### config.mk
export PLATFORM = sky130hd
export DESIGN_NAME = gb_joypad_ctrl
export DESIGN_NICKNAME = d
export VERILOG_FILES = /design/src/rtl/gb_joypad_pkg.sv /design/src/rtl/gb_debounce.sv /design/src/rtl/gb_joypad_ctrl.sv
export SDC_FILE = /design/constraint.sdc
export NUM_CORES = 1
export LEC_CHECK = 0
export CAP_MARGIN = 20
export CORE_ASPECT_RATIO = 0.7
export CORE_UTILIZATION = 35
export DETAILED_ROUTE_END_ITERATION = 7
export GPL_ROUTABILITY_DRIVEN = 0
export GPL_TIMING_DRIVEN = 0
export PLACE_DENSITY_LB_ADDON = 0.1
export SYNTH_ARGS = -nofsm -noshare
export SYNTH_HDL_FRONTEND = slang
export SYNTH_SLANG_ARGS = --single-unit
### constraint.sdc
create_clock -name cpu_clk -period 5.2 [get_ports cpu_clk]
set_clock_uncertainty 0.15 [all_clocks]
set_input_delay 1.04 -clock cpu_clk [delete_from_list [all_inputs] [get_ports cpu_clk]]
set_output_delay 1.04 -clock cpu_clk [all_outputs]
set_load 0.1 [all_outputs]
### src/rtl/gb_joypad_pkg.sv
// Shared constants and types for the Game Boy joypad (P1 register) reader.
package gb_joypad_pkg;

   localparam logic [15:0] P1_ADDR  = 16'hFF00;
   localparam logic [7:0]  P1_RESET = 8'hCF;

   typedef enum logic [2:0] {
      RIGHT  = 3'd0,
      LEFT   = 3'd1,
      UP     = 3'd2,
      DOWN   = 3'd3,
      A      = 3'd4,
      B      = 3'd5,
      SELECT = 3'd6,
      START  = 3'd7
   } joy_btn_t;

   typedef enum logic [0:0] {
      DEB_STABLE  = 1'b0,
      DEB_PENDING = 1'b1
   } deb_state_t;

endpackage

### src/rtl/gb_debounce.sv
// One button: a reset-to-released synchroniser chain followed by a
// counter-based debouncer; the stable output only follows a persistent change.
module gb_debounce
   import gb_joypad_pkg::*;
#(
   parameter int DEBOUNCE_CYCLES = 16384,
   parameter int SYNC_STAGES     = 2
) (
   input  logic i_clk,
   input  logic i_rst,
   input  logic i_raw_n,
   output logic o_stable_n
);

   localparam int CW = (DEBOUNCE_CYCLES > 1) ? $clog2(DEBOUNCE_CYCLES) : 1;
   localparam logic [CW-1:0] CNT_MAX = CW'(DEBOUNCE_CYCLES - 1);

   logic [SYNC_STAGES-1:0] r_sync;
   deb_state_t             r_state;
   deb_state_t             w_state_nxt;
   logic [CW-1:0]          r_cnt;
   logic [CW-1:0]          w_cnt_nxt;
   logic                   r_stable;
   logic                   w_stable_nxt;
   logic                   w_sync;

   assign w_sync     = r_sync[SYNC_STAGES-1];
   assign o_stable_n = r_stable;

   // Synchroniser chain for the asynchronous pin.
   always_ff @(posedge i_clk) begin
      if (i_rst) begin
         r_sync <= {SYNC_STAGES{1'b1}};
      end else begin
         r_sync <= {r_sync[SYNC_STAGES-2:0], i_raw_n};
      end
   end

   // Debounce state, counter and stable value registers.
   always_ff @(posedge i_clk) begin
      if (i_rst) begin
         r_state  <= DEB_STABLE;
         r_cnt    <= CW'(0);
         r_stable <= 1'b1;
      end else begin
         r_state  <= w_state_nxt;
         r_cnt    <= w_cnt_nxt;
         r_stable <= w_stable_nxt;
      end
   end

   // Next-state logic: any return to the stable level restarts the count.
   always_comb begin
      w_state_nxt  = r_state;
      w_cnt_nxt    = r_cnt;
      w_stable_nxt = r_stable;
      case (r_state)
         DEB_STABLE: begin
            if (w_sync != r_stable) begin
               w_state_nxt = DEB_PENDING;
               w_cnt_nxt   = CW'(1);
            end else begin
               w_state_nxt = DEB_STABLE;
               w_cnt_nxt   = CW'(0);
            end
         end
         DEB_PENDING: begin
            if (w_sync == r_stable) begin
               w_state_nxt = DEB_STABLE;
               w_cnt_nxt   = CW'(0);
            end else if (r_cnt == CNT_MAX) begin
               w_state_nxt  = DEB_STABLE;
               w_cnt_nxt    = CW'(0);
               w_stable_nxt = w_sync;
            end else begin
               w_state_nxt = DEB_PENDING;
               w_cnt_nxt   = r_cnt + CW'(1);
            end
         end
         default: begin
            w_state_nxt = DEB_STABLE;
            w_cnt_nxt   = CW'(0);
         end
      endcase
   end

endmodule

### src/rtl/gb_joypad_ctrl.sv
// P1 (0xFF00) joypad register: debounced buttons, P14/P15 row select,
// registered read data and a falling-edge joypad interrupt pulse.
module gb_joypad_ctrl
   import gb_joypad_pkg::*;
#(
   parameter int DEBOUNCE_CYCLES = 16384,
   parameter int SYNC_STAGES     = 2
) (
   input  logic       cpu_clk,
   input  logic       rst,
   input  logic       joypad_up,
   input  logic       joypad_down,
   input  logic       joypad_left,
   input  logic       joypad_right,
   input  logic       joypad_a,
   input  logic       joypad_b,
   input  logic       joypad_select,
   input  logic       joypad_start,
   input  logic       p1_sel,
   input  logic       wr_en,
   input  logic       rd_en,
   input  logic [7:0] wdata,
   output logic [7:0] rdata,
   output logic       irq_joypad
);

   logic [7:0] w_raw;
   logic [7:0] w_stable;
   logic [1:0] r_sel;
   logic [3:0] w_nibble;
   logic [3:0] r_nibble_q;
   logic [7:0] r_rdata;
   logic       r_irq;
   logic       w_wr_hit;
   logic       w_rd_hit;
   logic       w_unused_wdata;

   assign w_raw[RIGHT]  = joypad_right;
   assign w_raw[LEFT]   = joypad_left;
   assign w_raw[UP]     = joypad_up;
   assign w_raw[DOWN]   = joypad_down;
   assign w_raw[A]      = joypad_a;
   assign w_raw[B]      = joypad_b;
   assign w_raw[SELECT] = joypad_select;
   assign w_raw[START]  = joypad_start;

   for (genvar g = 0; g < 8; g++) begin : g_btn
      gb_debounce #(
         .DEBOUNCE_CYCLES(DEBOUNCE_CYCLES),
         .SYNC_STAGES    (SYNC_STAGES)
      ) u_deb (
         .i_clk     (cpu_clk),
         .i_rst     (rst),
         .i_raw_n   (w_raw[g]),
         .o_stable_n(w_stable[g])
      );
   end

   assign w_wr_hit       = p1_sel & wr_en;
   assign w_rd_hit       = p1_sel & rd_en;
   assign w_unused_wdata = ^{wdata[7:6], wdata[3:0]};

   // Directions occupy stable[3:0], actions stable[7:4]; a 0 select bit exposes its row.
   assign w_nibble = (r_sel[0] ? 4'hF : w_stable[3:0]) &
                     (r_sel[1] ? 4'hF : w_stable[7:4]);

   assign rdata      = r_rdata;
   assign irq_joypad = r_irq;

   // Row-select register {P15,P14}.
   always_ff @(posedge cpu_clk) begin
      if (rst) begin
         r_sel <= 2'b00;
      end else if (w_wr_hit) begin
         r_sel <= wdata[5:4];
      end else begin
         r_sel <= r_sel;
      end
   end

   // Read data captures the select bits as they were before a same-cycle write.
   always_ff @(posedge cpu_clk) begin
      if (rst) begin
         r_rdata <= 8'hFF;
      end else if (w_rd_hit) begin
         r_rdata <= {2'b11, r_sel, w_nibble};
      end else begin
         r_rdata <= r_rdata;
      end
   end

   // Interrupt on any 1->0 nibble transition, including one exposed by a select write.
   always_ff @(posedge cpu_clk) begin
      if (rst) begin
         r_nibble_q <= 4'hF;
         r_irq      <= 1'b0;
      end else begin
         r_nibble_q <= w_nibble;
         r_irq      <= |(r_nibble_q & ~w_nibble);
      end
   end

endmodule
# ---- After elaboration in Yosys (flattened, before gate mapping)
# Index checks and enable logic that the tools add are counted.
dict set report totals {
  regBits 157
  input_bits 21
  wordCells 164
}
dict set report classes {
  add_sub_neg 8
  n_eq_ne 24
  mux 66
  n_bitwise 21
  n_reduce_logical 9
}
# operator n
set op_table {}
lappend op_table {{14-bit 2-to-1 mux} 16}
lappend op_table {{14-bit case mux with 2 select lines} 8}
lappend op_table {{14-bit by 1-bit adder with 14-bit output (second input constant)} 8}
lappend op_table {{14-bit equality test (second input constant)} 8}
lappend op_table {{1-bit 2-to-1 mux} 32}
lappend op_table {{3-bit AND reduction} 8}
lappend op_table {{1-bit inverter} 16}
lappend op_table {{1-bit case mux with 2 select lines} 8}
lappend op_table {{4-bit AND} 2}
lappend op_table {{1-bit equality test} 8}
lappend op_table {{4-bit 2-to-1 mux} 2}
lappend op_table {{1-bit inequality test} 8}
lappend op_table {{4-bit inverter} 1}
lappend op_table {{4-bit OR reduction} 1}
lappend op_table {{1-bit AND} 2}

# ---- Depth between registers and ports, before layout
# Gate-level depths: netlist of the first run.
dict set report depth {
  word_depth 5
  depth_mapped 6
}

# ---- Modules after synthesis
# From an unflattened synthesis of the first run, not the netlist that was laid out.
dict set report unflattened {
  hier_cells 666
  area_unflattened_um2 6570.1
}
# mod instances cells_each area_per_inst_um2 seq_area_each_um2
set modules_own_cells {}
lappend modules_own_cells {{gb_debounce at g_btn[0].u_deb ...} 7 77 759.5 360.3}
lappend modules_own_cells {{gb_debounce at g_btn[7].u_deb} 1 79 772.0 360.3}
lappend modules_own_cells {gb_joypad_ctrl 1 48 481.7 260.2}

# ---- Worst setup path before layout of the first run
# Ideal clock, no wire load.
dict set report synth_timing {
  kind {in2reg}
  from {input rst}
  to {register g_btn[5].u_deb.r_cnt[10]}
  setup_time_ns 0.064
  t_arrival_ns 2.042
  required_ns 4.986
  setup_slack_ns 2.944
  cell_stages 4
  n_path_buf 2
  cell_sequence {clkbuf_1 or4b_1 buf_2 nor2_1}
}
# element line_no
set synth_rtl {}
lappend synth_rtl {{from (decl)} gb_joypad_ctrl.sv:10} ;# input logic rst,
lappend synth_rtl {{to (signal assigned)} gb_debounce.sv:47} ;# r_cnt <= w_cnt_nxt;
lappend synth_rtl {{to (decl)} gb_debounce.sv:21} ;# logic [CW-1:0] r_cnt;

# ---- Worst setup path in the final report of the first run
dict set report layout_timing {
  from {register r_irq, in the netlist irq_joypad}
  to {output irq_joypad}
}
# element line_no
set layout_rtl {}
lappend layout_rtl {{from (decl)} gb_joypad_ctrl.sv:33} ;# logic r_irq;
lappend layout_rtl {{from (signal assigned)} gb_joypad_ctrl.sv:99} ;# r_irq <= |(r_nibble_q & ~w_nibble);
lappend layout_rtl {{to (decl)} gb_joypad_ctrl.sv:24} ;# output logic irq_joypad
# No word-level cell between the ends.

==> results.ini, run 1 <==
[clock_tree]
cts_buffers = 17
clock-root-buffer = clkbuf_16
htree_levels = 4
clk_latency_ns = 0.43
hold_buffers = 0
post_cts_buffers = 0
clk_pin_slew_ns = 0.06
ctsResizeCount = 0
clock_sinks = 157
clockBufferDepth = 2
cts_tree = yes

[worst_setup_path]
cp.arrival_ns = 1.95
critPathMaxStageDelay_ns = 1.15
rrSetupSlack_ns = 3.03
cp.required_ns = 4.01
start_kind = register
path_buf_inv = 1
endpoint_kind = primary output
crit_fanout = 1
critPathSlowestCell = clkdlybuf4s50_1
crit_chain = clkdlybuf4s50_1
path_class = reg2out
critPathTopFamily = buffers and inverters

[yosys]
synth_cell_types = 45
synth-edff-count = 0
avgSynthCellArea_um2 = 9.15
synth_xor_area_share_pct = 14.1
ys_seq_area_share_pct = 49.0
yosysTopAreaCell = dfxtp_1
netlist.area_leader.share_pct = 49.0
syn-cell-area_um2 = 6410
synth_top_family_by_area = simple AND/OR/NAND/NOR gates
synthAdderAreaFrac_pct = 1.56
async_flop_share_pct = 0
synth-compound-area-share_pct = 4.66
synthMuxAreaShare_pct = 0.625
yosysWarningCount = 0
synthSimpleGateAreaFrac_pct = 27.2
ys_ff_latch = 157
synthFlopType = dfxtp_1
synth_area_leaders = dfxtp_1, xnor2_1, nor2_1
synthCells = 701

[sta]
slew-limit-headroom_pct = 34.2
hold_viol = 0
finalSetupViolations = 0
fin_crit_sh_pct = 60.4
grt_setup_unrepaired = false
max_freq_mhz = 319
slew_viol_final = 0
worst_pin_slew_ns = 0.984
fin_setup_tns_ns = 0
fin_crit_ns = 3.14
hold_ws_ns = 0.258

[detailed_routing]
wirelength_um = 12500
drtPass1Iterations = 4
route.detailed.drc = 0
drt_iter0_drc = 316
vias_per_cell = 4.81
detail-route-antenna-nets = 0
wire_per_inst_um = 12.7
vias = 4738

[pwr]
p_clk_share_pct = 50.7
p_comb_share_pct = 2.8
ir_drop_mv = 0.207
p_sw_share_pct = 21.7
seqPwrFrac_pct = 46.5
power_density_nw_per_um2 = 350
p_leak_nw = 2.39
power.switching_mw = 0.571
p_int_mw = 2.06

[finish]
drive_above_1_share_pct = 8.49
n_antenna_cell = 0
area_delta_synth_final_pct = 17.6
final_nets = 770

[floorplanning]
io_pins = 30
die_area_um2 = 18900
coreArea_um2 = 17500
fp.dieH_um = 115
dieWidth_um = 164
start_util_pct = 36.6
rows = 40

[placement]
place.port_buffers = 20
dp_hpwl_um = 8670

[global_routing]
overflow = 0
grt_pass1_wl_um = 21700
grt_max_degree = 17
grt_pass1_vias = 4537
grt_usage_pct = 14.7
antenna_found_initial = 0

[worst_hold_path]
hold_path.class = reg2reg

[job]
max_cap_violations = 0

[outcome]
status = finished, final reports clean

## cell usage after synthesis, drive strengths merged, types with 2 or more instances
master    n
buf      10
nor4     16
ha        8
a211o     6
nor3b     2
nand3    43
a31oi     2
nand2b    8
dfxtp   157
nor2    130
a21oi     7
nand4    34
a22oi     2
o22ai     4
a311o     3
nand3b    5
xor2     44
nor3     24
a21boi    5
and3     11
or2      18
nand2    35
and4      8
o21ai     4
mux2i     4
or3       4
a21o      5
and2      3
xnor2    59
clkbuf    9
inv      22
## final timing paths
| path | start | cells after the start | endpoint |
|---|---|---|---|
| setup / recovery | irq_joypad$_SDFF_PP0_ | 1 | irq_joypad |
| hold / removal | g_btn[7].u_deb.r_sync[0]$_SDFF_PP1_ | 1 | g_btn[7].u_deb.r_sync[1]$_SDFF_PP1_ |
| setup reg to reg | g_btn[7].u_deb.r_cnt[0]$_SDFF_PP0_ | 5 | g_btn[7].u_deb.o_stable_n$_SDFFE_PP1P_ |
| hold reg to reg | g_btn[7].u_deb.r_sync[0]$_SDFF_PP1_ | 1 | g_btn[7].u_deb.r_sync[1]$_SDFF_PP1_ |
## final cells by class
| class | instances | area (um^2) |
|---|---|---|
| sequential | 157 | 3140 |
| fill | 1689 | 9980 |
| tap | 231 | 289 |
| inverter | 22 | 82.6 |
| timing repair buffer | 20 | 200 |
| clock buffer | 20 | 447 |
| clock inverter | 12 | 186 |
| buffer | 19 | 93.8 |
| multi-input combinational | 504 | 3100 |
## worst register-to-register path, stage by stage, from the launching register on
cell,delay [ns]
dfxtp_1,0.45
ha_1,0.32
nand4_1,0.19
nor4_2,0.46
a21boi_0,0.17
a311o_1,0.33
## cells by family (layout without fill, tap and decap cells)
logic type               count (synthesis)  in the layout
other                                    1              2
buffers and inverters                   41             93
AO/OA/AOI/OAI                           42             42
adder cells (fa/ha/maj)                  8              8
multiplexers                             4              4
AND/OR/NAND/NOR                        345            345
XOR/XNOR                               103            103
flip-flops                             157            157
## power groups by stage
stage          Sequential, mW  Combinational [mW]  Clock, mW
6_report                 1.22              0.0749       1.34
5_1_grt                  1.23              0.0809       1.43
4_1_cts                  1.22              0.0762       1.37
3_5_place_dp             1.25              0.0758          0
3_3_place_gp             1.25              0.0748          0
2_1_floorplan            1.27              0.0305          0
## placed cells by master (no fill, tap or decap), types with 4 or more instances in the layout
| cell | synthesis | routed |
|---|---|---|
| dfxtp_1 | 157 | 157 |
| nor2_1 | 130 | 130 |
| xnor2_1 | 59 | 59 |
| xor2_1 | 44 | 44 |
| nand3_1 | 43 | 43 |
| nand2_1 | 35 | 35 |
| nand4_1 | 32 | 32 |
| nor3_1 | 24 | 24 |
| inv_1 | 22 | 22 |
| clkdlybuf4s50_1 | 0 | 20 |
| or2_2 | 17 | 17 |
| clkbuf_16 | 0 | 17 |
| nor4_1 | 13 | 13 |
| clkbuf_1 | 9 | 11 |
| and3_1 | 11 | 11 |
| and4_1 | 8 | 8 |
| nand2b_1 | 8 | 8 |
| ha_1 | 8 | 8 |
| a21oi_1 | 7 | 7 |
| buf_2 | 6 | 6 |
| a211o_1 | 6 | 6 |
| nand3b_1 | 5 | 5 |
| a21o_1 | 5 | 5 |
| a21boi_0 | 5 | 5 |
| o22ai_1 | 4 | 4 |
| buf_4 | 4 | 4 |
| mux2i_1 | 4 | 4 |
| o21ai_0 | 4 | 4 |
| or3_1 | 4 | 4 |
| clkinv_4 | 0 | 4 |
| bufinv_16 | 0 | 4 |
## flip-flops by register name, indices dropped and copies added, names as in the netlist
signal and cells:
g_btn.u_deb.r_cnt 112, g_btn.u_deb.r_sync 16, g_btn.u_deb.o_stable_n 8, g_btn.u_deb.r_state 8, rdata 6, r_nibble_q 4
r_sel 2, irq_joypad 1
## routing by layer
metal | global-route usage, % | share of wire [%]
met5 | 0 | 0
met4 | 6.73 | 1.7
met3 | 4.08 | 3.8
met2 | 22.5 | 44
met1 | 19.3 | 51
## stage by stage
stage	instance area [um^2]	worst slack (ns)	instances	total power [mW]	utilization (%)
after floorplan	6410	2.94	702	1.30	-
after detailed placement	6900	2.30	953	1.33	39.4
after CTS	7540	2.05	985	2.67	43.0
after global placement	6900	2.39	953	1.33	39.4
after global routing	7540	2.02	985	2.73	43.0
final	7540	2.06	985	2.63	43.0
Note: power is estimated with default switching activity, not from simulation.
==> run 2: changes to the inputs <==
==> constraint.sdc (replaced) <==
create_clock -name cpu_clk -period 2.95 [get_ports cpu_clk]
set_clock_uncertainty 0.15 [all_clocks]
set_input_delay 0.59 -clock cpu_clk [delete_from_list [all_inputs] [get_ports cpu_clk]]
set_output_delay 0.59 -clock cpu_clk [all_outputs]
set_load 0.1 [all_outputs]
==> results of run 2 <==
The final DEF is identical to that of run 1. Status: finished, final reports clean.
Main changes from that run: setup slack after placement 2.30 ns -> 0.498 ns; setup slack after layout 2.06 ns -> 0.261 ns; register-to-register setup slack 3.03 ns -> 0.78 ns; total power 2.63 mW -> 4.64 mW; worst IR drop on VDD 0.207 mV -> 0.364 mV
